$ cat src/rtl/mips_pkg.sv
// Shared definitions for the MIPS multiply/divide unit: op encodings,
// controller state type and the iteration count.
package mips_pkg;

  localparam logic [1:0] MDU_MULT  = 2'b00;
  localparam logic [1:0] MDU_MULTU = 2'b01;
  localparam logic [1:0] MDU_DIV   = 2'b10;
  localparam logic [1:0] MDU_DIVU  = 2'b11;

  localparam int MDU_ITERS = 32;

  typedef enum logic [1:0] {
    IDLE  = 2'b00,
    RUN   = 2'b01,
    FIXUP = 2'b10
  } mdu_state_t;

endpackage

$ cat src/rtl/mips_mdu_step.sv
// One iteration of the MDU datapath, purely combinational.
// Multiply: acc += b when the current multiplier bit is set, then b<<1, m>>1.
// Divide: acc = {remainder, dividend/quotient}; restoring trial subtract of
// the divisor (b low half), shifting one quotient bit in at the LSB.
module mips_mdu_step #(
  parameter int WIDTH = 32
) (
  input  logic               is_div_i,
  input  logic [2*WIDTH-1:0] acc_i,
  input  logic [2*WIDTH-1:0] b_i,
  input  logic [WIDTH-1:0]   m_i,
  output logic [2*WIDTH-1:0] acc_o,
  output logic [2*WIDTH-1:0] b_o,
  output logic [WIDTH-1:0]   m_o
);

  logic [WIDTH:0] trial_s;

  // Single shift-add or trial-subtract step selected by operation class.
  always_comb begin
    acc_o   = acc_i;
    b_o     = b_i;
    m_o     = m_i;
    trial_s = {(WIDTH+1){1'b0}};
    if (is_div_i) begin
      // Partial remainder with the next dividend bit shifted in, minus divisor.
      trial_s = {acc_i[2*WIDTH-1:WIDTH], acc_i[WIDTH-1]} - {1'b0, b_i[WIDTH-1:0]};
      if (!trial_s[WIDTH]) begin
        acc_o = {trial_s[WIDTH-1:0], acc_i[WIDTH-2:0], 1'b1};
      end else begin
        acc_o = {acc_i[2*WIDTH-2:0], 1'b0};
      end
    end else begin
      if (m_i[0]) begin
        acc_o = acc_i + b_i;
      end else begin
        acc_o = acc_i;
      end
      b_o = {b_i[2*WIDTH-2:0], 1'b0};
      m_o = {1'b0, m_i[WIDTH-1:1]};
    end
  end

endmodule

$ cat src/rtl/mips_mdu.sv
// Iterative multiply/divide unit owning HI/LO for the multi-cycle MIPS core.
// Signed ops run on magnitudes; the sign is restored in FIXUP.
// Optional build macro: MDU_EARLY_TERM_EN - multiplies leave RUN as soon as
// the remaining multiplier bits are all zero (divide latency unchanged).
module mips_mdu
  import mips_pkg::*;
#(
  parameter int WIDTH = MDU_ITERS
) (
  input  logic             clk,
  input  logic             reset,
  input  logic             start,
  input  logic [1:0]       op,
  input  logic [WIDTH-1:0] srca,
  input  logic [WIDTH-1:0] srcb,
  input  logic             hiwe,
  input  logic             lowe,
  input  logic [WIDTH-1:0] wd,
  output logic             busy,
  output logic             done,
  output logic [WIDTH-1:0] hi,
  output logic [WIDTH-1:0] lo
);

  localparam int CNT_W = $clog2(WIDTH);
  localparam logic [CNT_W-1:0]   CNT_LAST = CNT_W'(WIDTH - 1);
  localparam logic [WIDTH-1:0]   ONE_W    = {{(WIDTH-1){1'b0}}, 1'b1};
  localparam logic [2*WIDTH-1:0] ONE_2W   = {{(2*WIDTH-1){1'b0}}, 1'b1};

  mdu_state_t         state_q;
  logic [CNT_W-1:0]   cnt_q;
  logic [2*WIDTH-1:0] acc_q;
  logic [2*WIDTH-1:0] b_q;
  logic [WIDTH-1:0]   m_q;
  logic               is_div_q;
  logic               sign_q_q;   // quotient / product sign
  logic               sign_r_q;   // remainder sign
  logic               div0_q;
  logic               busy_q;
  logic               done_q;
  logic [WIDTH-1:0]   hi_q;
  logic [WIDTH-1:0]   lo_q;

  logic               is_signed_d;
  logic [WIDTH-1:0]   a_mag_d;
  logic [WIDTH-1:0]   b_mag_d;
  logic [2*WIDTH-1:0] step_acc_d;
  logic [2*WIDTH-1:0] step_b_d;
  logic [WIDTH-1:0]   step_m_d;
  logic [2*WIDTH-1:0] prod_d;
  logic [WIDTH-1:0]   hi_d;
  logic [WIDTH-1:0]   lo_d;

  mips_mdu_step #(.WIDTH(WIDTH)) u_step (
    .is_div_i (is_div_q),
    .acc_i    (acc_q),
    .b_i      (b_q),
    .m_i      (m_q),
    .acc_o    (step_acc_d),
    .b_o      (step_b_d),
    .m_o      (step_m_d)
  );

  // Operand magnitudes for signed ops, raw operands for unsigned ops.
  always_comb begin
    is_signed_d = ~op[0];
    if (is_signed_d && srca[WIDTH-1]) begin
      a_mag_d = ~srca + ONE_W;
    end else begin
      a_mag_d = srca;
    end
    if (is_signed_d && srcb[WIDTH-1]) begin
      b_mag_d = ~srcb + ONE_W;
    end else begin
      b_mag_d = srcb;
    end
  end

  // Sign correction of the magnitude result into HI/LO values.
  always_comb begin
    prod_d = acc_q;
    hi_d   = acc_q[2*WIDTH-1:WIDTH];
    lo_d   = acc_q[WIDTH-1:0];
    if (is_div_q) begin
      if (sign_r_q) begin
        hi_d = ~acc_q[2*WIDTH-1:WIDTH] + ONE_W;
      end else begin
        hi_d = acc_q[2*WIDTH-1:WIDTH];
      end
      // Divide by zero leaves all ones; the remainder path already holds srca.
      if (div0_q) begin
        lo_d = {WIDTH{1'b1}};
      end else if (sign_q_q) begin
        lo_d = ~acc_q[WIDTH-1:0] + ONE_W;
      end else begin
        lo_d = acc_q[WIDTH-1:0];
      end
    end else begin
      if (sign_q_q) begin
        prod_d = ~acc_q + ONE_2W;
      end else begin
        prod_d = acc_q;
      end
      hi_d = prod_d[2*WIDTH-1:WIDTH];
      lo_d = prod_d[WIDTH-1:0];
    end
  end

  // Controller FSM with iteration state, HI/LO and registered status outputs.
  always_ff @(posedge clk or negedge reset) begin
    if (!reset) begin
      state_q  <= IDLE;
      cnt_q    <= {CNT_W{1'b0}};
      acc_q    <= {(2*WIDTH){1'b0}};
      b_q      <= {(2*WIDTH){1'b0}};
      m_q      <= {WIDTH{1'b0}};
      is_div_q <= 1'b0;
      sign_q_q <= 1'b0;
      sign_r_q <= 1'b0;
      div0_q   <= 1'b0;
      busy_q   <= 1'b0;
      done_q   <= 1'b0;
      hi_q     <= {WIDTH{1'b0}};
      lo_q     <= {WIDTH{1'b0}};
    end else begin
      done_q <= 1'b0;
      case (state_q)
        IDLE: begin
          if (hiwe) hi_q <= wd;
          if (lowe) lo_q <= wd;
          if (start) begin
            is_div_q <= op[1];
            sign_q_q <= is_signed_d & (srca[WIDTH-1] ^ srcb[WIDTH-1]);
            sign_r_q <= is_signed_d & op[1] & srca[WIDTH-1];
            div0_q   <= op[1] & (srcb == {WIDTH{1'b0}});
            cnt_q    <= {CNT_W{1'b0}};
            b_q      <= {{WIDTH{1'b0}}, b_mag_d};
            if (op[1]) begin
              acc_q <= {{WIDTH{1'b0}}, a_mag_d};
              b_q   <= {{WIDTH{1'b0}}, b_mag_d};
              m_q   <= {WIDTH{1'b0}};
            end else begin
              acc_q <= {(2*WIDTH){1'b0}};
              b_q   <= {{WIDTH{1'b0}}, a_mag_d};
              m_q   <= b_mag_d;
            end
            busy_q  <= 1'b1;
            state_q <= RUN;
          end
        end
        RUN: begin
          acc_q <= step_acc_d;
          b_q   <= step_b_d;
          m_q   <= step_m_d;
          cnt_q <= cnt_q + CNT_W'(1);
`ifdef MDU_EARLY_TERM_EN
          if ((cnt_q == CNT_LAST) || (!is_div_q && (step_m_d == {WIDTH{1'b0}}))) begin
            state_q <= FIXUP;
          end
`else
          if (cnt_q == CNT_LAST) begin
            state_q <= FIXUP;
          end
`endif
        end
        FIXUP: begin
          hi_q    <= hi_d;
          lo_q    <= lo_d;
          done_q  <= 1'b1;
          busy_q  <= 1'b0;
          state_q <= IDLE;
        end
        default: begin
          busy_q  <= 1'b0;
          state_q <= IDLE;
        end
      endcase
    end
  end

  assign busy = busy_q;
  assign done = done_q;
  assign hi   = hi_q;
  assign lo   = lo_q;

endmodule
$ cat config.mk
export PLATFORM = sky130hd
export DESIGN_NAME = mips_mdu
export DESIGN_NICKNAME = d
export VERILOG_FILES = /design/src/rtl/mips_pkg.sv /design/src/rtl/mips_mdu_step.sv /design/src/rtl/mips_mdu.sv
export SDC_FILE = /design/constraint.sdc
export NUM_CORES = 1
export LEC_CHECK = 0
export CAP_MARGIN = 10
export CORE_MARGIN = 1.5
export CORE_UTILIZATION = 30
export CTS_BUF_LIST = sky130_fd_sc_hd__clkbuf_8
export DETAILED_ROUTE_END_ITERATION = 16
export GPL_ROUTABILITY_DRIVEN = 0
export GPL_TIMING_DRIVEN = 0
export PLACE_DENSITY_LB_ADDON = 0.2
export SYNTH_ARGS = -nofsm -noshare
export SYNTH_HDL_FRONTEND = slang
export SYNTH_SLANG_ARGS = --single-unit
$ cat constraint.sdc
create_clock -name clk -period 3.9 [get_ports clk]
set_clock_uncertainty 0.2 [all_clocks]
set_input_delay 0.39 -clock clk [delete_from_list [all_inputs] [get_ports clk]]
set_output_delay 0.39 -clock clk [all_outputs]
set_load 0.005 [all_outputs]
==> run_results.csv, run 1 <==
group,metric,value,unit
outcome,status,"completed",
cells_and_area,multi_input_area,13080,um^2
timing,drv_slew,0,
yosys,ys_seq_area_frac,0.3055,
cells_and_area,syn_to_final_growth,23.21,%
yosys,ys_async_sr_fraction,1.000,
timing,fmax,257.4,MHz
pwr,p_per_area,1027,nW/um^2
clock_network,cts_inserted_buffers,47,
timing,worst_pin_slew,1.015,ns
clock_network,htreeDepth,2,
clock_network,cts_tree,"built",
global_routing,grt_use_total,0.2457,
yosys,yosysUniqueCellTypes,85,
global_routing,antenna_found_initial,3,
worst_setup_path,critical_path_arrival,4.24,ns
worst_setup_path,critPathKind,"register to register",
place,dpl.cell_count,3445,
global_routing,gr-total-overflow,0,
clock_network,cts_max_path_buffers,3,
clock_network,cts_root_buf,"clkbuf_8",
die,fp.dieW,257.4,um
die,die_y,257.4,um
yosys,ys.flop_type,"dfrtp_1",
pwr,total_power,24.56,mW
die,start_util,0.3022,
worst_setup_path,cpPeakStageDelay,0.68,ns
timing,relSlewSlack,0.3237,
routing,ant_nets,0,
timing,hold_violations,0,
yosys,yosysWarningCount,0,
run,cap_violations,0,
yosys,avgSynthCellArea,8.022,um^2
worst_setup_path,cp-end-kind,"register",
yosys,syn_nets,2626,
global_routing,grt_pass1_wl,124.4,mm
die,core,64230,um^2
pwr,power.leakage,9.896,nW
min_path,hp-class,"input pin to asynchronous set/reset pin",
cells_and_area,design_area,23920,um^2
worst_setup_path,path_max_fanout,11,
routing,viasPerCell,5.728,
timing,rsz0062_at_grt,"true",
global_routing,grt_max_degree,121,
cells_and_area,n_fill_cell,6740,
place,io_buffers,167,
yosys,synth_area,19410,um^2
place,dp_hpwl,65.98,mm
cells_and_area,final_nets,2873,
cells_and_area,regArea,5967,um^2
yosys,synth-seq-cells,237,
routing,drt-total-wl,83.82,mm
die,die_area,66250,um^2
timing,fin_crit_sh,0.9960,
worst_setup_path,crit_chain,"clkbuf_1, nand2b_1, clkbuf_1, nor2_1, buf_6, clkbuf_1, a22oi_1, a21oi_1",
cells_and_area,drive_gt1_frac,0.08630,
timing,period_needed,3.885,ns
routing,vias,20379,
die,num_rows,93,
clock_network,cts.clk_slew.worst_paths,0.06,ns
routing,dr.pass1.iters,6,
worst_setup_path,cpMostUsedCell,"clkbuf_1",
worst_setup_path,cp_slowest_cell,"clkbuf_1",
clock_network,clk-insertion-delay-late,0.68,ns
routing,drt-initial-drc-count,1850,
pwr,irDropWorstVdd,0.0004107,V
yosys,synth_cells,2420,
routing,drc,0,
worst_setup_path,required,4.25,ns
worst_setup_path,cp-start-kind,"register",
clock_network,clock-sinks,237,
yosys,synth_edf_count,0,
die,ios,169,
timing,setup_viol,0,
routing,post_drt_wl_per_cell,23.56,um
place,placed_cell_area,22230,um^2
global_routing,grt_pass1_vias,19946,
cells_and_area,final_cells,3558,
==> layer usage <==
layer | vias to the layer above | part of all wire | GRT usage
li1 | 9361 | - | -
met1 | 9913 | 0.44 | 0.3270
met2 | 894 | 0.45 | 0.3953
met3 | 211 | 0.068 | 0.04039
met4 | 0 | 0.041 | 0.09877
met5 | - | 0 | 0
==> cell usage in the layout (no fill, tap or decap), types with 12 or more instances in the layout <==
cell | netlist | routed
o22ai_1 | 41 | 40
inv_1 | 74 | 90
o21a_1 | 26 | 26
a31oi_1 | 20 | 19
nor2b_1 | 13 | 13
o221ai_1 | 21 | 21
o21ai_0 | 235 | 233
xnor2_1 | 135 | 135
dfrtp_2 | 0 | 29
a21oi_1 | 194 | 189
a211oi_1 | 32 | 30
ha_1 | 101 | 89
or3_1 | 22 | 21
nand2b_1 | 30 | 29
buf_4 | 0 | 34
a22o_1 | 37 | 37
nor4_1 | 17 | 15
nand2_1 | 271 | 271
nand4_1 | 28 | 28
nand3_1 | 26 | 25
xor2_1 | 71 | 71
clkdlybuf4s50_1 | 0 | 166
o41ai_1 | 14 | 13
clkbuf_8 | 0 | 54
o21ai_1 | 15 | 13
dfrtp_1 | 237 | 208
o31ai_1 | 31 | 26
a22oi_1 | 42 | 42
or4_1 | 13 | 12
nor3_1 | 33 | 30
nor2_1 | 210 | 210
a221oi_1 | 20 | 17
clkbuf_1 | 130 | 123
o21bai_1 | 23 | 23
a21o_1 | 60 | 60
mux2i_1 | 47 | 47
==> sequential cells by signal, summed over array words and instances, names as in the netlist, 2 cells and up <==
name     flops
acc_q       64
state_q      2
hi          32
lo          32
b_q         64
cnt_q        5
m_q         32
==> worst max-delay path: cells and delay by family (launching register included) <==
kind,cells,cell delay [ns]
buffers and inverters,4,1.74
and+or+nand+nor,2,0.91
AOI/OAI and AO/OA,2,0.47
DFF,1,0.42
==> cells in the mapped netlist, types with 41 or more instances <==
master,count,area (um^2)
a21o_1,60,450.4
ha_1,101,1264
a21oi_1,194,970.9
mux2i_1,47,470.5
nand2_1,271,1017
dfrtp_1,237,5931
a22oi_1,42,315.3
xnor2_1,135,1182
clkbuf_1,130,488.0
nor2_1,210,788.3
o22ai_1,41,256.5
inv_1,74,277.8
xor2_1,71,621.9
o21ai_0,235,1176
==> cell type report <==
type,count,area share
Tap cell,855,0.04472
Antenna cell,3,0.0003138
Buffer,144,0.02411
Clock buffer,54,0.03107
Sequential cell,237,0.2495
Clock inverter,28,0.007794
Inverter,76,0.01208
Timing Repair Buffer,204,0.08374
Multi-Input combinational cell,1957,0.5467
==> report_power, final <==
part	switching [mW]	internal, mW	total (mW)
clock	1.24	1.39	2.63
combinational	9.80	6.82	16.6
sequential	1.73	3.58	5.30
==> worst paths after layout <==
kind | startpoint | endpoint | slack [ns] | cells past startpoint
min reg2reg | lo[25] | lo[25] | 0.28 | 2
max | state_q[1] | acc_q[29] | 0.02 | 8
max in group asynchronous | reset | b_q[44] | 2.27 | 3
max reg2reg | state_q[1] | acc_q[29] | 0.02 | 8
min in group clk | wd[31] | hi[31] | 0.19 | 3
min | reset | b_q[62] | 0.18 | 3
==> cell families after synthesis <==
family / after synthesis / synth area share
DFF: 237 / 0.3055
xor gates and xnor gates: 206 / 0.09294
buffers and inverters: 226 / 0.04428
and+or+nand+nor: 712 / 0.1683
AOI/OAI and AO/OA: 884 / 0.2947
muxes: 52 / 0.02713
adders and majority gates: 103 / 0.06716
==> timing repair <==
action / in CTS / in global routing
setup buffers: 8 / 24
endpoints found under the hold margin: 237 / 0
gates resized for setup: 57 / 58
pin swaps: 9 / 26
setup endpoints to repair: 45 / 57
hold buffers: 2 / 0
==> stage by stage <==
stage / TNS [ns] / hold WS (ns) / worst slack, ns / util
floorplan: 0 / -0.1056 / 0.3003 / -
global placement: -2009.12 / 0.2680 / -8.399 / 0.3449
detailed placement: -27.13 / 0.03120 / -0.9553 / 0.3460
CTS: 0 / 0.1292 / 0.001523 / 0.3660
global route: -0.07405 / 0.1616 / -0.04037 / 0.3724
finish: 0 / 0.1789 / 0.01550 / 0.3724
No activity file was read; power rests on OpenSTA's default activity.
==> inputs of run 2 (changes only) <==
--- a/config.mk
+++ b/config.mk
@@ -5,7 +5,6 @@
 export SDC_FILE = /design/constraint.sdc
 export NUM_CORES = 1
 export LEC_CHECK = 0
-export CAP_MARGIN = 10
 export CORE_MARGIN = 1.5
 export CORE_UTILIZATION = 30
 export CTS_BUF_LIST = sky130_fd_sc_hd__clkbuf_8
==> run_results.csv, run 2 (same netlist as run 1, synthesis figures left out) <==
group,metric,value,unit
global_routing,busiest_layer,"met2",
worst_setup_path,critPathKind,"register to register",
place,dpl.cell_count,3444,
worst_setup_path,critical_path_arrival,4.23,ns
cells_and_area,multi_input_area,13070,um^2
die,core,64230,um^2
timing,relSlewSlack,0.3087,
cells_and_area,drive_gt1_frac,0.08147,
place,io_buffers,167,
clock_network,cts_max_path_buffers,3,
global_routing,gr-total-overflow,0,
timing,fmax,259.1,MHz
global_routing,grt_pass1_vias,19872,
cells_and_area,regArea,5961,um^2
global_routing,grt_max_degree,121,
clock_network,htreeDepth,2,
clock_network,cts_tree,"built",
cells_and_area,final_nets,2865,
cells_and_area,final_cell_mix,"271 x nand2_1, 232 x o21ai_0, 213 x dfrtp_1, 209 x nor2_1, 189 x a21oi_1",
global_routing,grt_use_met2,0.3932,
clock_network,cts_root_buf,"clkbuf_8",
timing,drv_slew,0,
global_routing,grt_use_total,0.2452,
outcome,status,"completed",
cells_and_area,syn_to_final_growth,22.86,%
place,placed_cell_area,22220,um^2
die,die_y,257.4,um
pwr,irDropWorstVdd,0.0005019,V
timing,fin_crit_sh,0.9898,
timing,worst_pin_slew,1.037,ns
cells_and_area,n_fill_cell,6740,
cells_and_area,top_regs,"acc_q x64, b_q x64",
routing,drt-initial-drc-count,1816,
clock_network,clock-sinks,237,
global_routing,grt_use_met1,0.3230,
die,ios,169,
die,num_rows,93,
run,cap_violations,0,
clock_network,cts.clk_slew.worst_paths,0.06,ns
cells_and_area,layout_commonest_cell,"nand2_1",
timing,period_needed,3.860,ns
place,dp_hpwl,65.86,mm
global_routing,use_met3,0.04147,
min_path,hp-class,"input pin to asynchronous set/reset pin",
timing,setup_viol,0,
cells_and_area,final_cells,3544,
routing,ant_nets,0,
die,start_util,0.3022,
worst_setup_path,cp-end-kind,"register",
cells_and_area,design_area,23850,um^2
pwr,power.leakage,9.854,nW
worst_setup_path,cp-start-kind,"register",
global_routing,antenna_found_initial,2,
pwr,p_per_area,1026,nW/um^2
worst_setup_path,path_max_fanout,8,
worst_setup_path,required,4.27,ns
routing,drc,0,
clock_network,clk-insertion-delay-late,0.67,ns
timing,hold_violations,0,
die,die_area,66250,um^2
clock_network,cts_inserted_buffers,46,
routing,vias,20314,
die,fp.dieW,257.4,um
routing,viasPerCell,5.732,
global_routing,grt_pass1_wl,124.4,mm
routing,post_drt_wl_per_cell,23.59,um
pwr,total_power,24.48,mW
routing,dr.pass1.iters,8,
worst_setup_path,rr_worst_depth,11,
routing,drt-total-wl,83.60,mm
cells_and_area,post-route-util,0.3713,
-- run 2: critical path: stages, from the launching register on --
cell and delay (ns):
dfrtp_1 0.51, ha_1 0.51, nand4_1 0.22, or3_1 0.41, o311ai_4 0.48, a41oi_4 0.25, o21ai_1 0.27, a21boi_0 0.20
o21ai_0 0.25, xor2_1 0.26, o21ai_0 0.11, nand2_1 0.09
-- run 2: metal layers --
metal  vias up  part of all wire
met5         -                 0
met1      9875              0.44
met2       896              0.45
met3       197             0.069
li1       9346                 -
met4         0             0.044
-- run 2: stage by stage --
step,setup TNS [ns],worst slack [ns],hold WS (ns)
floorplan,0,0.3003,-0.1056
global placement,-2009.12,-8.399,0.2680
detailed placement,-27.34,-0.9758,0.02826
CTS,-0.08733,-0.08507,0.1335
global route,-0.03820,-0.03313,0.1747
finish,0,0.03976,0.1625
-- run 2: power breakdown --
part           leakage, nW  switching (mW)  internal (mW)
clock                0.533            1.21           1.47
sequential            2.93            1.73           3.57
combinational         6.39            9.76           6.73
-- run 2: layout make-up --
cell class,instances,area share
timing repair buffer,198,0.08194
clock buffer,55,0.03174
tap,855,0.04485
antenna,1,0.0001049
inverter,76,0.01212
clock inverter,22,0.007869
multi-input combinational,1957,0.5478
buffer,143,0.02371
sequential,237,0.2499
-- run 2: repair_timing --
action / in CTS / in global routing
resized for setup: 56 / 51
hold buffers: 2 / 0
setup endpoints to repair: 58 / 53
pin swaps: 9 / 23
setup buffers: 6 / 21
hold endpoints to repair: 237 / 0
-- run 2: final timing paths --
path | slack [ns] | startpoint | end
max in group asynchronous | 2.27 | reset | b_q[46]
hold / removal | 0.16 | reset | b_q[59]
hold reg to reg | 0.28 | hi[18] | hi[18]
setup reg to reg | 0.04 | acc_q[17] | acc_q[51]
min in group clk | 0.19 | wd[31] | hi[31]
setup / recovery | 0.04 | acc_q[17] | acc_q[51]
